### src/rtl/omux_arbiter.sv
// Round-robin arbiter that muxes whole records from NREQ byte-stream buffers
// into one registered downstream FIFO write port, with record/abort statistics.
module omux_arbiter #(
  parameter int NREQ      = 4,
  parameter int REC_BYTES = 16,
  parameter int CNT_WIDTH = 16
) (
  input  logic                 clk_i,
  input  logic                 rst_n_i,
  input  logic [NREQ-1:0]      req_i,
  output logic [NREQ-1:0]      sel_o,
  input  logic [NREQ*8-1:0]    data_i,
  input  logic                 out_full_i,
  output logic                 out_wr_o,
  output logic [7:0]           out_data_o,
  output logic                 busy_o,
  output logic [CNT_WIDTH-1:0] rec_count_o,
  output logic [CNT_WIDTH-1:0] abort_count_o
);

  localparam int IDX_W = $clog2(NREQ);
  localparam int POS_W = $clog2(REC_BYTES) + 1;
  localparam logic [POS_W-1:0] LAST_POS = POS_W'(REC_BYTES - 1);

  typedef enum logic [1:0] {IDLE, ARM, XFER} state_e;

  state_e               state_q, state_d;
  logic [IDX_W-1:0]     cur_q, cur_d;
  logic [IDX_W-1:0]     last_q, last_d;
  logic [POS_W-1:0]     pos_q, pos_d;
  logic [CNT_WIDTH-1:0] rec_q, rec_d;
  logic [CNT_WIDTH-1:0] abort_q, abort_d;
  logic                 wr_q;
  logic [7:0]           data_q;
  logic                 xfer;
  logic [7:0]           cur_byte;

  // Scan last+1, last+2, ... modulo NREQ; descending loop lets the nearest hit win.
  function automatic logic [IDX_W-1:0] rr_pick(input logic [NREQ-1:0] req,
                                                input logic [IDX_W-1:0] last);
    logic [IDX_W-1:0] win;
    logic [IDX_W-1:0] cand;
    win = last;
    for (int i = NREQ; i >= 1; i--) begin
      cand = IDX_W'((int'(last) + i) % NREQ);
      if (req[cand]) win = cand;
    end
    return win;
  endfunction

  assign cur_byte = data_i[{cur_q, 3'b000} +: 8];

  always_comb begin
    state_d = state_q;
    cur_d   = cur_q;
    last_d  = last_q;
    pos_d   = pos_q;
    rec_d   = rec_q;
    abort_d = abort_q;
    xfer    = 1'b0;
    case (state_q)
      IDLE: begin
        if (|req_i) begin
          cur_d   = rr_pick(req_i, last_q);
          last_d  = cur_d;
          state_d = ARM;
        end
      end
      ARM: begin
        if (req_i[cur_q]) begin
          pos_d   = '0;
          state_d = XFER;
        end else begin
          state_d = IDLE;
        end
      end
      XFER: begin
        if (!req_i[cur_q]) begin
          abort_d = abort_q + CNT_WIDTH'(1);
          state_d = IDLE;
        end else if (!out_full_i) begin
          xfer  = 1'b1;
          pos_d = pos_q + POS_W'(1);
          if (pos_q == LAST_POS) begin
            rec_d   = rec_q + CNT_WIDTH'(1);
            state_d = IDLE;
          end
        end
      end
      default: state_d = IDLE;
    endcase
  end

  always_comb begin
    sel_o = '0;
    if (xfer) sel_o[cur_q] = 1'b1;
  end

  always_ff @(posedge clk_i or negedge rst_n_i) begin
    if (!rst_n_i) begin
      state_q <= IDLE;
      cur_q   <= '0;
      last_q  <= IDX_W'(NREQ - 1);
      pos_q   <= '0;
      rec_q   <= '0;
      abort_q <= '0;
      wr_q    <= 1'b0;
      data_q  <= '0;
    end else begin
      state_q <= state_d;
      cur_q   <= cur_d;
      last_q  <= last_d;
      pos_q   <= pos_d;
      rec_q   <= rec_d;
      abort_q <= abort_d;
      wr_q    <= xfer;
      if (xfer) data_q <= cur_byte;
    end
  end

  assign out_wr_o      = wr_q;
  assign out_data_o    = data_q;
  assign busy_o        = (state_q != IDLE);
  assign rec_count_o   = rec_q;
  assign abort_count_o = abort_q;

endmodule

### config.mk
export PLATFORM = sky130hd
export DESIGN_NAME = omux_arbiter
export DESIGN_NICKNAME = d
export VERILOG_FILES = /design/src/rtl/omux_arbiter.sv
export SDC_FILE = /design/constraint.sdc
export NUM_CORES = 1
export LEC_CHECK = 0
export ABC_AREA = 1
export BUFFER_PORTS_ARGS = -buffer_cell sky130_fd_sc_hd__clkbuf_2
export CORE_ASPECT_RATIO = 1.2
export CORE_MARGIN = 5
export CORE_UTILIZATION = 53
export CTS_CLUSTER_SIZE = 16
export DETAILED_ROUTE_END_ITERATION = 10
export PLACE_DENSITY = 0.79
export SYNTH_ARGS = -nofsm -noshare
export SYNTH_HDL_FRONTEND = slang
export SYNTH_SLANG_ARGS = --single-unit
### constraint.sdc
create_clock -name clk_i -period 2.1 [get_ports clk_i]
set_input_delay 0.105 -clock clk_i [delete_from_list [all_inputs] [get_ports clk_i]]
set_output_delay 0.105 -clock clk_i [all_outputs]
set_load 0.02 [all_outputs]
==> results of run 1 <==
-- routing by layer --
layer  GRT usage, %  up-vias  share of wire (%)
met2           34.5       98                 49
li1               -     1579                  -
met1           24.4     1410                 44
met3           4.29       11                6.2
met4           6.76        0                1.4
met5              0        -                  0
-- cell families (layout without fill, tap and decap cells) --
kind of cell,Yosys count,count (layout),share of synthesized area [%]
AOI/OAI and AO/OA,42,42,7.50
buffers and inverters,55,144,8.01
DFF,52,52,40.9
adders and majority gates,4,4,1.57
xor gates and xnor gates,20,20,5.50
and+or+nand+nor,267,267,36.5
-- stage by stage --
step           cells  utilization, %  instance area (sq um)
3_5_place_dp     600            61.7                   3660
4_1_cts          609            63.9                   3790
6_report         611            64.3                   3820
2_1_floorplan    440               -                   3190
3_3_place_gp     600            61.7                   3660
5_1_grt          611            64.3                   3820
-- state kept, by name, summed over array words and instances, names as in the netlist --
signal and count:
pos_q 5, cur_q 2, rec_count_o 16, out_data_o 8, last_q 2, out_wr_o 1
state_q 2, abort_count_o 16
-- worst paths after layout --
check | slack, ps | cells past startpoint | to | from
max reg2reg | 330 | 10 | rec_count_o[3] | cur_q[0]
min in group asynchronous | 350 | 2 | rec_count_o[12] | rst_n_i
max | 180 | 9 | sel_o[0] | cur_q[0]
min | 80 | 3 | out_data_o[3] | data_i[27]
min reg2reg | 500 | 2 | out_data_o[5] | out_data_o[5]
max in group asynchronous | 1080 | 3 | last_q[0] | rst_n_i
-- Yosys cell counts --
cell type / instances
sky130_fd_sc_hd__a21oi_1: 10
sky130_fd_sc_hd__a21oi_2: 2
sky130_fd_sc_hd__buf_2: 3
sky130_fd_sc_hd__buf_4: 1
sky130_fd_sc_hd__buf_6: 4
sky130_fd_sc_hd__buf_8: 1
sky130_fd_sc_hd__dfrtp_1: 50
sky130_fd_sc_hd__dfstp_2: 2
sky130_fd_sc_hd__ha_1: 4
sky130_fd_sc_hd__inv_1: 41
sky130_fd_sc_hd__inv_2: 5
sky130_fd_sc_hd__nand2_1: 166
sky130_fd_sc_hd__nand2_2: 1
sky130_fd_sc_hd__nand2_4: 2
sky130_fd_sc_hd__nand3_1: 44
sky130_fd_sc_hd__nand3b_1: 3
sky130_fd_sc_hd__nand4_1: 10
sky130_fd_sc_hd__nor2_1: 26
sky130_fd_sc_hd__nor2_2: 2
sky130_fd_sc_hd__nor2_8: 2
sky130_fd_sc_hd__nor3_1: 10
sky130_fd_sc_hd__o21ai_0: 21
sky130_fd_sc_hd__o21ai_1: 2
sky130_fd_sc_hd__o21ai_2: 5
sky130_fd_sc_hd__o22ai_1: 2
sky130_fd_sc_hd__or2_2: 1
sky130_fd_sc_hd__xnor2_1: 7
sky130_fd_sc_hd__xor2_1: 13
-- what timing repair did --
item / in CTS / in global routing
hold endpoints to repair: 24 / 0
resized for setup: 1 / 4
setup buffers: 0 / 2
hold buffers: 1 / 0
setup endpoints to repair: 4 / 4
-- power breakdown --
group	switching [uW]	internal [uW]	total, uW
Clock	335	390	725
Combinational	1100	572	1670
Sequential	228	1230	1460
Total	1670	2200	3860
-- final cells by class --
type                       count  share of cell area [%]
sequential                    52                    34.2
tap                           82                    2.69
multi-input combinational    333                    42.7
timing repair buffer          90                    12.7
clock buffer                   6                    2.16
inverter                      46                    4.59
clock inverter                 2                    1.02
-- critical path: cells and delay by family (launching register included) --
family	cells	cell delay, ps
buffers and inverters	4	460
DFF	1	450
and+or+nand+nor	4	430
AOI/OAI and AO/OA	1	170
==> metrics.log, run 1 <==
[metrics] Yosys warning count: 0
[metrics] number of detailed-routing iterations run before antenna repair: 5
[metrics] Clk pin slew, worst setup/hold paths: 90 ps
[metrics] initial core utilization: 53.7%
[metrics] half-perimeter wire length after detailed placement: 5620 microns
[metrics] IO Port Bufs: 84
[metrics] standby leakage power: 0.00202 uW
[metrics] die span in y: 94.9 microns
[metrics] total clock buffers created by CTS: 5
[metrics] critical path's largest stage delay: 450 ps
[metrics] cell with the largest stage delay on the worst path: sky130_fd_sc_hd__dfrtp_2
[metrics] highest fanout seen on the critical path: 21
[metrics] power density normalized to cell area: 1010 nW/um^2
[metrics] number of nets in the layout: 571
[metrics] final period utilization: 91.5%
[metrics] maximum frequency from static timing analysis: 0.520 GHz
[metrics] Max-slew headroom: 56.1%
[metrics] startpoint types: register
[metrics] vias in the first global route: 2971
[metrics] part of the Yosys area used for sequential elements: 40.9%
[metrics] TNS Setup: 0 ps
[metrics] buffer cell driving the clock tree root: sky130_fd_sc_hd__clkbuf_8
[metrics] remaining design rule violation count: 0
[metrics] Num Clock Sinks: 52
[metrics] overall fraction of global-route tracks in use: 19.9%
[metrics] final setup margin: 178 ps
[metrics] CTS tree: built
[metrics] iteration-0 DRC count of the detailed router: 166
[metrics] #FFs+latches synth: 52
[metrics] setup repair after global routing missed its margin: no
[metrics] cell with the most instances on the worst path: sky130_fd_sc_hd__nand2_4
[metrics] final critical-path required period: 1920 ps
[metrics] count of standard-cell rows: 31
[metrics] per-cell via count in the routed design: 5.07
[metrics] fin. max-slew vios: 0
[metrics] antenna violation net count after detailed routing: 0
[metrics] Max VDD drop: 763 uV
[metrics] routed length per instance: 11.8 microns
[metrics] wire length after detailed routing: 7230 microns
[metrics] worst hold slack across all endpoints: 80.5 ps
[metrics] top cell type by total area after synthesis: sky130_fd_sc_hd__dfrtp_1
[metrics] run status: finished clean
[metrics] arrival time worst endpoint: 1820 ps
[metrics] most common library cell in the layout ignoring fill and taps: sky130_fd_sc_hd__nand2_1
[metrics] highest-count cells in the layout ignoring fill and taps: 166 x sky130_fd_sc_hd__nand2_1, 83 x sky130_fd_sc_hd__clkbuf_2, 49 x sky130_fd_sc_hd__dfrtp_1, 44 x sky130_fd_sc_hd__nand3_1, 41 x sky130_fd_sc_hd__inv_1
[metrics] Multi-input gate area: 1630 sq um
[metrics] Min-Delay Path Class: in -> reg
[metrics] width of the die: 80.8 microns
[metrics] required time worst endpoint: 2000 ps
[metrics] core area: 5930 sq um
[metrics] synthesized net count: 483
[metrics] number of maximum-capacitance constraint violations: 0
[metrics] mapped cell area: 3190 sq um
[metrics] post-synthesis average cell area: 7.24 sq um
[metrics] maximum count of clock buffers along a single path: 2
[metrics] fill cell instance count of the final layout: 547
[metrics] Total Power Consumption: 3860 uW
[metrics] H-tree Lvls: 2
[metrics] Placement Setup Slack: 171 ps
[metrics] number of library cell types mapped by synthesis: 28
[metrics] top-level I/O count: 85
[metrics] total via count after detailed routing: 3098
[metrics] worst path cell trace: inv_1 > nand2_1 > inv_4 > a21oi_2 > nand2_4 > nand2_4 > buf_6 > nor2_1 > buf_2
[metrics] Sequential cell area: 1310 sq um
[metrics] top-area cell type share of the netlist area: 39.3%
[metrics] Worst-Margin Slew: 659 ps
[metrics] layout overhead on the synthesized area: 19.8%
[metrics] maximum clock skew at final layout: 14.7 ps
[metrics] remaining global-route overflow: 0
[metrics] Crit. End Element: output pin
[metrics] clock latency on the worst-skew pair: 310 ps
[metrics] die area: 7670 sq um
[metrics] antenna violations before repair: 0
[metrics] pin count of the biggest net entering global routing: 29
[metrics] routability congestion estimate: 0.917
[metrics] count of final setup violators: 0
[metrics] top area cells in the synthesized netlist: sky130_fd_sc_hd__dfrtp_1 39%, sky130_fd_sc_hd__nand2_1 20%, sky130_fd_sc_hd__nand3_1 6.9%, sky130_fd_sc_hd__inv_1 4.8%, sky130_fd_sc_hd__xor2_1 3.6%
[metrics] cells after synthesis: 440
[metrics] first-pass GRT wire length: 12400 microns
[metrics] type of the worst setup path: reg -> out
[metrics] Hold Fails Final Rpt: 0
[metrics] total inserted antenna cells: 0
[metrics] share of layout cells above drive strength 1: 22.9%
Power figures use the tool's default switching activity.
==> run 2: changes to the inputs <==
--- a/config.mk
+++ b/config.mk
@@ -12,7 +12,7 @@
 export CORE_UTILIZATION = 53
 export CTS_CLUSTER_SIZE = 16
 export DETAILED_ROUTE_END_ITERATION = 10
-export PLACE_DENSITY = 0.79
+export PLACE_DENSITY = 0.85
 export SYNTH_ARGS = -nofsm -noshare
 export SYNTH_HDL_FRONTEND = slang
 export SYNTH_SLANG_ARGS = --single-unit
==> run 2 against run 1 <==
Effect of this change: flip-flop and latch count is the same; fmax rose by 2.1%; total power shrank 4.6%; worst setup slack improved by 39 ps; clock skew is 3.2 ps lower; routed wire length increased by 1.5%; non-clock buffer count down 2; clock power shrank 20%; sequential power barely moved; first-iteration DRC count rose by 30%; sequential share of layout area up 0.52 points; largest power group unchanged.
==> metrics.log, run 2 (same netlist as run 1, synthesis figures left out) <==
[metrics] run status: finished clean
[metrics] maximum clock skew at final layout: 11.6 ps (-3.19 ps)
[metrics] routability congestion estimate: 0.941 (+2.6%)
[metrics] final critical-path required period: 1880 ps (-38.8 ps)
[metrics] core area: 5930 sq um (unchanged)
[metrics] required time worst endpoint: 2310 ps (+310 ps)
[metrics] largest delay contributor family on the critical path: simple AND/OR/NAND/NOR gates
[metrics] number of cells traversed by the worst hold path: 3 (unchanged)
[metrics] Worst Hold Endpoint: out_data_o[3]
[metrics] clock latency on the worst-skew pair: 310 ps (about the same)
[metrics] count of standard-cell rows: 31 (unchanged)
[metrics] H-tree Lvls: 2 (unchanged)
[metrics] TNS Setup: 0 ps (unchanged)
[metrics] width of the die: 80.8 microns (unchanged)
[metrics] overall fraction of global-route tracks in use: 20.6% (+0.62 points)
[metrics] fin. max-slew vios: 0 (unchanged)
[metrics] Total Power Consumption: 3680 uW (-4.6%)
[metrics] antenna violations before repair: 0 (unchanged)
[metrics] fraction of met1 tracks used by global routing: 24.1% (-0.35 points)
[metrics] iteration-0 DRC count of the detailed router: 216 (+30%)
[metrics] top-level I/O count: 85 (unchanged)
[metrics] antenna violation net count after detailed routing: 0 (unchanged)
[metrics] Crit. End Element: register
[metrics] Reg2Reg Setup Slack: 220 ps (-110 ps)
[metrics] total clock buffers created by CTS: 5 (unchanged)
[metrics] number of maximum-capacitance constraint violations: 0 (unchanged)
[metrics] first-pass GRT wire length: 12600 microns (+1.1%)
[metrics] worst path bufs/invs: 3 (-1)
[metrics] worst path cell trace: inv_1 > nand2_1 > inv_2 > a21oi_2 > nand2_4 > nand2_4 > nor2_8 > inv_2 > nand2_1 > nand2_1
[metrics] Worst-Margin Slew: 595 ps (-64.0 ps)
[metrics] gr busiest metal: met2
[metrics] Max-slew headroom: 60.3% (+4.3 points)
[metrics] remaining global-route overflow: 0 (unchanged)
[metrics] type of the worst setup path: reg -> reg
[metrics] Clk pin slew, worst setup/hold paths: 100 ps (about the same)
[metrics] pin count of the biggest net entering global routing: 31 (+6.9%)
[metrics] Post-CTS Setup Repair Bufs: 0 (unchanged)
[metrics] Max VDD drop: 732 uV (-4.1%)
[metrics] final period utilization: 89.7% (-1.8 points)
[metrics] Hold Fails Final Rpt: 0 (unchanged)
[metrics] met3 track demand over resource: 4.29% (unchanged)
[metrics] arrival time worst endpoint: 2090 ps (+270 ps)
[metrics] Min-Delay Path Class: in -> reg
[metrics] setup repair after global routing missed its margin: no
[metrics] number of detailed-routing iterations run before antenna repair: 4 (-1)
[metrics] Final Cell Area: 3760 sq um (-1.5%)
[metrics] vias in the first global route: 2996 (+0.84%)
[metrics] per-cell via count in the routed design: 5.12 (+0.98%)
[metrics] number of nets in the layout: 569 (-0.35%)
[metrics] maximum frequency from static timing analysis: 0.531 GHz (+2.1%)
[metrics] wire length after detailed routing: 7340 microns (+1.5%)
[metrics] cell with the largest stage delay on the worst path: sky130_fd_sc_hd__dfrtp_2
[metrics] layout overhead on the synthesized area: 18.0%
[metrics] non-filler cells, final: 609 (-0.33%)
[metrics] share of layout cells above drive strength 1: 22.4% (-0.48 points)
[metrics] number of cells on the critical path: 10 (+1)
[metrics] most common library cell in the layout ignoring fill and taps: sky130_fd_sc_hd__nand2_1
[metrics] Num Clock Sinks: 52 (unchanged)
[metrics] initial core utilization: 53.7% (unchanged)
[metrics] die span in y: 94.9 microns (unchanged)
[metrics] remaining design rule violation count: 0 (unchanged)
[metrics] DP Cell Count: 600 (unchanged)
[metrics] met2 track utilization from global routing: 36.9% (+2.4 points)
[metrics] maximum count of clock buffers along a single path: 2 (unchanged)
[metrics] standby leakage power: 0.00200 uW (-1.3%)
[metrics] IO Port Bufs: 84 (unchanged)
[metrics] cell with the most instances on the worst path: sky130_fd_sc_hd__nand2_1
[metrics] buffer cell driving the clock tree root: sky130_fd_sc_hd__clkbuf_8
[metrics] half-perimeter wire length after detailed placement: 5690 microns (+1.3%)
[metrics] power density normalized to cell area: 980 nW/um^2 (-3.1%)
[metrics] routed length per instance: 12.1 microns (+1.8%)
[metrics] critical path's largest stage delay: 510 ps (+60 ps)
[metrics] die area: 7670 sq um (unchanged)
[metrics] count of final setup violators: 0 (unchanged)
[metrics] worst reg2reg path depth: 10 (unchanged)
[metrics] startpoint types: register
[metrics] startpoint of the lowest-slack register-to-register path: cur_q[0]
[metrics] highest fanout seen on the critical path: 23 (+9.5%)
[metrics] fill cell instance count of the final layout: 528 (-3.5%)
[metrics] CTS tree: built
[metrics] reg-to-reg endpoint: rec_count_o[12]
[metrics] total via count after detailed routing: 3118 (+0.65%)
[metrics] instance area at placement: 3660 sq um (unchanged)
[metrics] highest-count cells in the layout ignoring fill and taps: 166 x sky130_fd_sc_hd__nand2_1, 84 x sky130_fd_sc_hd__clkbuf_2, 49 x sky130_fd_sc_hd__dfrtp_1, 44 x sky130_fd_sc_hd__nand3_1, 41 x sky130_fd_sc_hd__inv_1
[metrics] total inserted antenna cells: 0 (unchanged)
[metrics] startpoint of the worst hold path: data_i[27]
==> run 2: cell count changes in the layout (fill, tap and decap cells not counted) <==
cell	delta
sky130_fd_sc_hd__buf_2	-1
sky130_fd_sc_hd__buf_4	-1
sky130_fd_sc_hd__buf_6	-1
sky130_fd_sc_hd__bufinv_16	-1
sky130_fd_sc_hd__clkbuf_2	+1
sky130_fd_sc_hd__clkbuf_8	-1
sky130_fd_sc_hd__clkinv_2	+2
sky130_fd_sc_hd__inv_2	+1
sky130_fd_sc_hd__inv_4	-1
sky130_fd_sc_hd__nor2_1	+1
sky130_fd_sc_hd__nor2_2	-1
==> run 2: repair_timing <==
action                                  4_1_cts  5_1_grt
endpoints found under the setup margin        0       14
resized for setup                             0        1
hold endpoints to repair                     22        0
hold buffers                                  1        0
==> run 2: metrics by stage <==
stage	utilization, %	setup slack [ps]	hold slack, ps
final	63.4	217	67.9
after global placement	61.7	259	132
after detailed placement	61.7	183	138
after CTS	63.4	123	68.9
after floorplan	-	520	-191
after global routing	63.4	36.5	89.9
==> run 2: report_power, final <==
part	internal, uW	leakage [uW]	switching [uW]
sequential	1230	0.000673	244
clock	233	0.0000479	344
combinational	545	0.00128	1090
total	2010	0.00200	1670
==> run 2: layout make-up <==
type                       instances  area [sq um]  area share [%]
multi-input combinational        333          1630            43.3
sequential                        52          1310            34.7
timing repair buffer              88           465            12.4
inverter                          46           173            4.59
tap                               82           103            2.73
clock buffer                       5          68.8            1.83
clock inverter                     3          18.8           0.499
==> run 2: worst max path at each step <==
| stage | start | to | slack (ps) |
|---|---|---|---|
| 2_1_floorplan | cur_q[1] | sel_o[0] | 520 |
| 3_3_place_gp | cur_q[0] | rec_count_o[9] | 260 |
| 3_5_place_dp | cur_q[0] | rec_count_o[0] | 180 |
| 4_1_cts | cur_q[0] | sel_o[0] | 120 |
| 5_1_grt | cur_q[0] | rec_count_o[12] | 40 |
| 6_report | cur_q[0] | rec_count_o[12] | 220 |
==> run 2: routing by layer <==
metal,vias up,wire (microns)
met5,-,0
met4,0,116
met3,11,445
met2,90,3680
met1,1446,3100
li1,1571,-
==> run 2: worst min-delay path, stage by stage <==
cell                       delay, ps
sky130_fd_sc_hd__clkbuf_2         80
sky130_fd_sc_hd__a21oi_1          50
sky130_fd_sc_hd__o21ai_0         120
==> run 3: changes to the inputs <==
--- a/config.mk
+++ b/config.mk
@@ -5,11 +5,10 @@
 export SDC_FILE = /design/constraint.sdc
 export NUM_CORES = 1
 export LEC_CHECK = 0
-export ABC_AREA = 1
 export BUFFER_PORTS_ARGS = -buffer_cell sky130_fd_sc_hd__clkbuf_2
 export CORE_ASPECT_RATIO = 1.2
 export CORE_MARGIN = 5
-export CORE_UTILIZATION = 53
+export CORE_UTILIZATION = 51
 export CTS_CLUSTER_SIZE = 16
 export DETAILED_ROUTE_END_ITERATION = 10
 export PLACE_DENSITY = 0.85
==> run 3 against run 2 <==
Effect of this change: area after synthesis fell by 15%; core utilization rose by 1.3 points; worst hold slack improved by 62 ps; critical path depth fell by 6; clock-buffer cell count grew 1; largest cell class unchanged.
==> metrics.log, run 3 <==
[metrics] Max VDD drop: 702 uV (-4.1%)
[metrics] total clock buffers created by CTS: 5 (unchanged)
[metrics] highest-count cells in the layout ignoring fill and taps: 81 x sky130_fd_sc_hd__clkbuf_2, 50 x sky130_fd_sc_hd__dfrtp_1, 18 x sky130_fd_sc_hd__nand2_1, 18 x sky130_fd_sc_hd__xor2_1, 16 x sky130_fd_sc_hd__buf_4
[metrics] maximum frequency from static timing analysis: 0.500 GHz (-5.8%)
[metrics] number of library cell types mapped by synthesis: 48 (+71%)
[metrics] commonest cells in the netlist: 50 x sky130_fd_sc_hd__dfrtp_1, 18 x sky130_fd_sc_hd__nand2_1, 18 x sky130_fd_sc_hd__xor2_1
[metrics] first-pass GRT wire length: 9980 microns (-21%)
[metrics] per-cell via count in the routed design: 5.47 (+6.9%)
[metrics] die area: 6840 sq um (-11%)
[metrics] layout overhead on the synthesized area: 25.4%
[metrics] startpoint types: register
[metrics] final period utilization: 95.2% (+5.5 points)
[metrics] width of the die: 76.4 microns (-5.5%)
[metrics] reg-to-reg endpoint: abort_count_o[13]
[metrics] remaining global-route overflow: 0 (unchanged)
[metrics] count of final setup violators: 0 (unchanged)
[metrics] maximum clock skew at final layout: 13.4 ps (+1.87 ps)
[metrics] total via count after detailed routing: 2156 (-31%)
[metrics] pin count of the biggest net entering global routing: 34 (+9.7%)
[metrics] non-filler cells, final: 394 (-35%)
[metrics] cells after synthesis: 233 (-47%)
[metrics] capture point of the worst path: abort_count_o[13]
[metrics] worst path cell trace: mux4_2 > or3_4 > or3_4 > xnor2_2
[metrics] Clk pin slew, worst setup/hold paths: 90 ps (about the same)
[metrics] Placement Setup Slack: 64.4 ps (-119 ps)
[metrics] final critical-path required period: 2000 ps (+116 ps)
[metrics] buffer cell driving the clock tree root: sky130_fd_sc_hd__clkbuf_8
[metrics] async set-reset flop share out of synthesis: 100% (unchanged)
[metrics] highest fanout seen on the critical path: 6 (-74%)
[metrics] iteration-0 DRC count of the detailed router: 98 (-55%)
[metrics] initial core utilization: 51.6% (-2.1 points)
[metrics] arrival time worst endpoint: 2180 ps (+90 ps)
[metrics] top-area cell type share of the netlist area: 46.4% (+7.2 points)
[metrics] total inserted antenna cells: 0 (unchanged)
[metrics] Yosys warning count: 0 (unchanged)
[metrics] Max-slew headroom: 68.7% (+8.3 points)
[metrics] power density normalized to cell area: 986 nW/um^2 (+0.65%)
[metrics] routed length per instance: 15.0 microns (+25%)
[metrics] final setup margin: 101 ps (-116 ps)
[metrics] overall fraction of global-route tracks in use: 18.1% (-2.5 points)
[metrics] most common library cell in the layout ignoring fill and taps: sky130_fd_sc_hd__clkbuf_2
[metrics] number of flops mapped to enable cells by yosys: 0 (unchanged)
[metrics] routability congestion estimate: 0.911 (-3.2%)
[metrics] clock latency on the worst-skew pair: 300 ps (about the same)
[metrics] synthesized net count: 276 (-43%)
[metrics] Reg2Reg Setup Slack: 100 ps (-120 ps)
[metrics] top cell type by total area after synthesis: sky130_fd_sc_hd__dfrtp_1
[metrics] top-level I/O count: 85 (unchanged)
[metrics] #FFs+latches synth: 52 (unchanged)
[metrics] Crit. End Element: register
[metrics] Min-Delay Path Class: in -> async
[metrics] worst hold slack across all endpoints: 129 ps (+61.6 ps)
[metrics] required time worst endpoint: 2280 ps (-30 ps)
[metrics] maximum count of clock buffers along a single path: 2 (unchanged)
[metrics] part of the Yosys area used for sequential elements: 48.4% (+7.5 points)
[metrics] fin. max-slew vios: 0 (unchanged)
[metrics] worst reg2reg path depth: 4 (-6)
[metrics] run status: finished clean
[metrics] remaining design rule violation count: 0 (unchanged)
[metrics] number of nets in the layout: 375 (-34%)
[metrics] first element of the critical path: cur_q[1]
[metrics] wire length after detailed routing: 5920 microns (-19%)
[metrics] standby leakage power: 0.00165 uW (-17%)
[metrics] number of detailed-routing iterations run before antenna repair: 4 (unchanged)
[metrics] half-perimeter wire length after detailed placement: 4640 microns (-18%)
[metrics] dominant register cell in the synthesized netlist: sky130_fd_sc_hd__dfrtp_1
[metrics] vias in the first global route: 2140 (-29%)
[metrics] setup repair after global routing missed its margin: no
[metrics] Hold Fails Final Rpt: 0 (unchanged)
[metrics] DP Cell Count: 385 (-36%)
[metrics] most frequently used cell type in the post-synthesis netlist: sky130_fd_sc_hd__dfrtp_1
[metrics] IO Port Bufs: 84 (unchanged)
[metrics] Core Util, Final: 64.7% (+1.3 points)
[metrics] antenna violations before repair: 0 (unchanged)
[metrics] H-tree Lvls: 2 (unchanged)
[metrics] share of layout cells above drive strength 1: 41.3% (+19 points)
[metrics] antenna violation net count after detailed routing: 0 (unchanged)
[metrics] TNS Setup: 0 ps (unchanged)
[metrics] cell with the largest stage delay on the worst path: sky130_fd_sc_hd__mux4_2
[metrics] post-synthesis average cell area: 11.6 sq um (+60%)
[metrics] cell with the most instances on the worst path: sky130_fd_sc_hd__or3_4
[metrics] startpoint of the lowest-slack register-to-register path: cur_q[1]
[metrics] number of maximum-capacitance constraint violations: 0 (unchanged)
[metrics] critical path's largest stage delay: 560 ps (+50 ps)
[metrics] mapped cell area: 2700 sq um (-15%)
[metrics] core area: 5230 sq um (-12%)
[metrics] CTS tree: built
[metrics] count of standard-cell rows: 29 (-6.5%)
[metrics] die span in y: 89.6 microns (-5.6%)
[metrics] type of the worst setup path: reg -> reg
[metrics] top area cells in the synthesized netlist: sky130_fd_sc_hd__dfrtp_1 46%, sky130_fd_sc_hd__mux4_2 7.5%, sky130_fd_sc_hd__xor2_1 5.8%, sky130_fd_sc_hd__mux2_2 4.2%, sky130_fd_sc_hd__xnor2_1 3.6%
[metrics] Worst-Margin Slew: 465 ps (-130 ps)
[metrics] Num Clock Sinks: 52 (unchanged)
## run 3: changes by cell type after synthesis, moves of 5 or more
cell                       change
sky130_fd_sc_hd__inv_2         -5
sky130_fd_sc_hd__nand2_1     -148
sky130_fd_sc_hd__mux2_2       +10
sky130_fd_sc_hd__o21ai_2       -5
sky130_fd_sc_hd__inv_1        -33
sky130_fd_sc_hd__nand3_1      -33
sky130_fd_sc_hd__a21oi_1       -8
sky130_fd_sc_hd__nor3b_1       +5
sky130_fd_sc_hd__mux4_2        +9
sky130_fd_sc_hd__clkbuf_1      +5
sky130_fd_sc_hd__o21ai_0      -17
sky130_fd_sc_hd__nor2_1       -17
sky130_fd_sc_hd__xor2_1        +5
## run 3: where the power goes
group	switching (uW)	internal (uW)	total [uW]
sequential	209	1220	1430
clock	305	227	532
combinational	728	640	1370
total	1240	2090	3330
## run 3: stage by stage
stage	total power (uW)	cell area (sq um)
finish	3330	3380
global route	3560	3380
CTS	3340	3350
detailed placement	2790	3250
global placement	2740	3250
floorplan	2350	2700
## run 3: kinds of logic after synthesis
kind of cell	Yosys count	share of synthesized area, %
AOI/OAI and AO/OA	22	5.90
and+or+nand+nor	88	18.6
DFF	52	48.4
xor gates and xnor gates	30	10.0
buffers and inverters	16	2.83
adders and majority gates	4	1.86
muxes	21	12.4
## run 3: worst min-delay path by stage
stage	startpoint	end	slack, ps	cells past startpoint
2_1_floorplan	rst_n_i	abort_count_o[0]	-190	0
3_3_place_gp	rst_n_i	out_data_o[0]	-90	1
3_5_place_dp	rst_n_i	out_data_o[0]	-90	1
4_1_cts	rst_n_i	out_data_o[0]	130	2
5_1_grt	rst_n_i	out_data_o[0]	140	2
6_report	rst_n_i	out_data_o[0]	130	2
## run 3: metal layers
metal / global-route usage (%) / up-vias / part of all wire [%] / routed length (microns)
li1: - / 1040 / - / -
met1: 21.7 / 1060 / 40 / 2350
met2: 32.1 / 50 / 55 / 3260
met3: 4.39 / 6 / 4.3 / 252
met4: 6.36 / 0 / 1.1 / 63
met5: 0 / - / 0 / 0
## run 3: area by class of cell
type | instances | area [sq um]
timing repair buffer | 100 | 546
clock buffer | 6 | 72.6
sequential | 52 | 1300
multi-input combinational | 165 | 1350
inverter | 8 | 30.0
clock inverter | 1 | 5.00
fill | 444 | 1850
tap | 62 | 77.6
## run 3: worst max-delay path, delay by kind of cell (launching register included)
| kind | cells | cell delay (ps) |
|---|---|---|
| DFF | 1 | 410 |
| muxes | 1 | 560 |
| xor gates and xnor gates | 1 | 140 |
| and+or+nand+nor | 2 | 790 |
## run 3: what timing repair did
item                       4_1_cts  5_1_grt
pin swaps                        0        2
resized for setup                0       10
buffers inserted                 1        0
hold endpoints to repair        50        0
setup endpoints to repair        1        8
hold buffers                     1        0
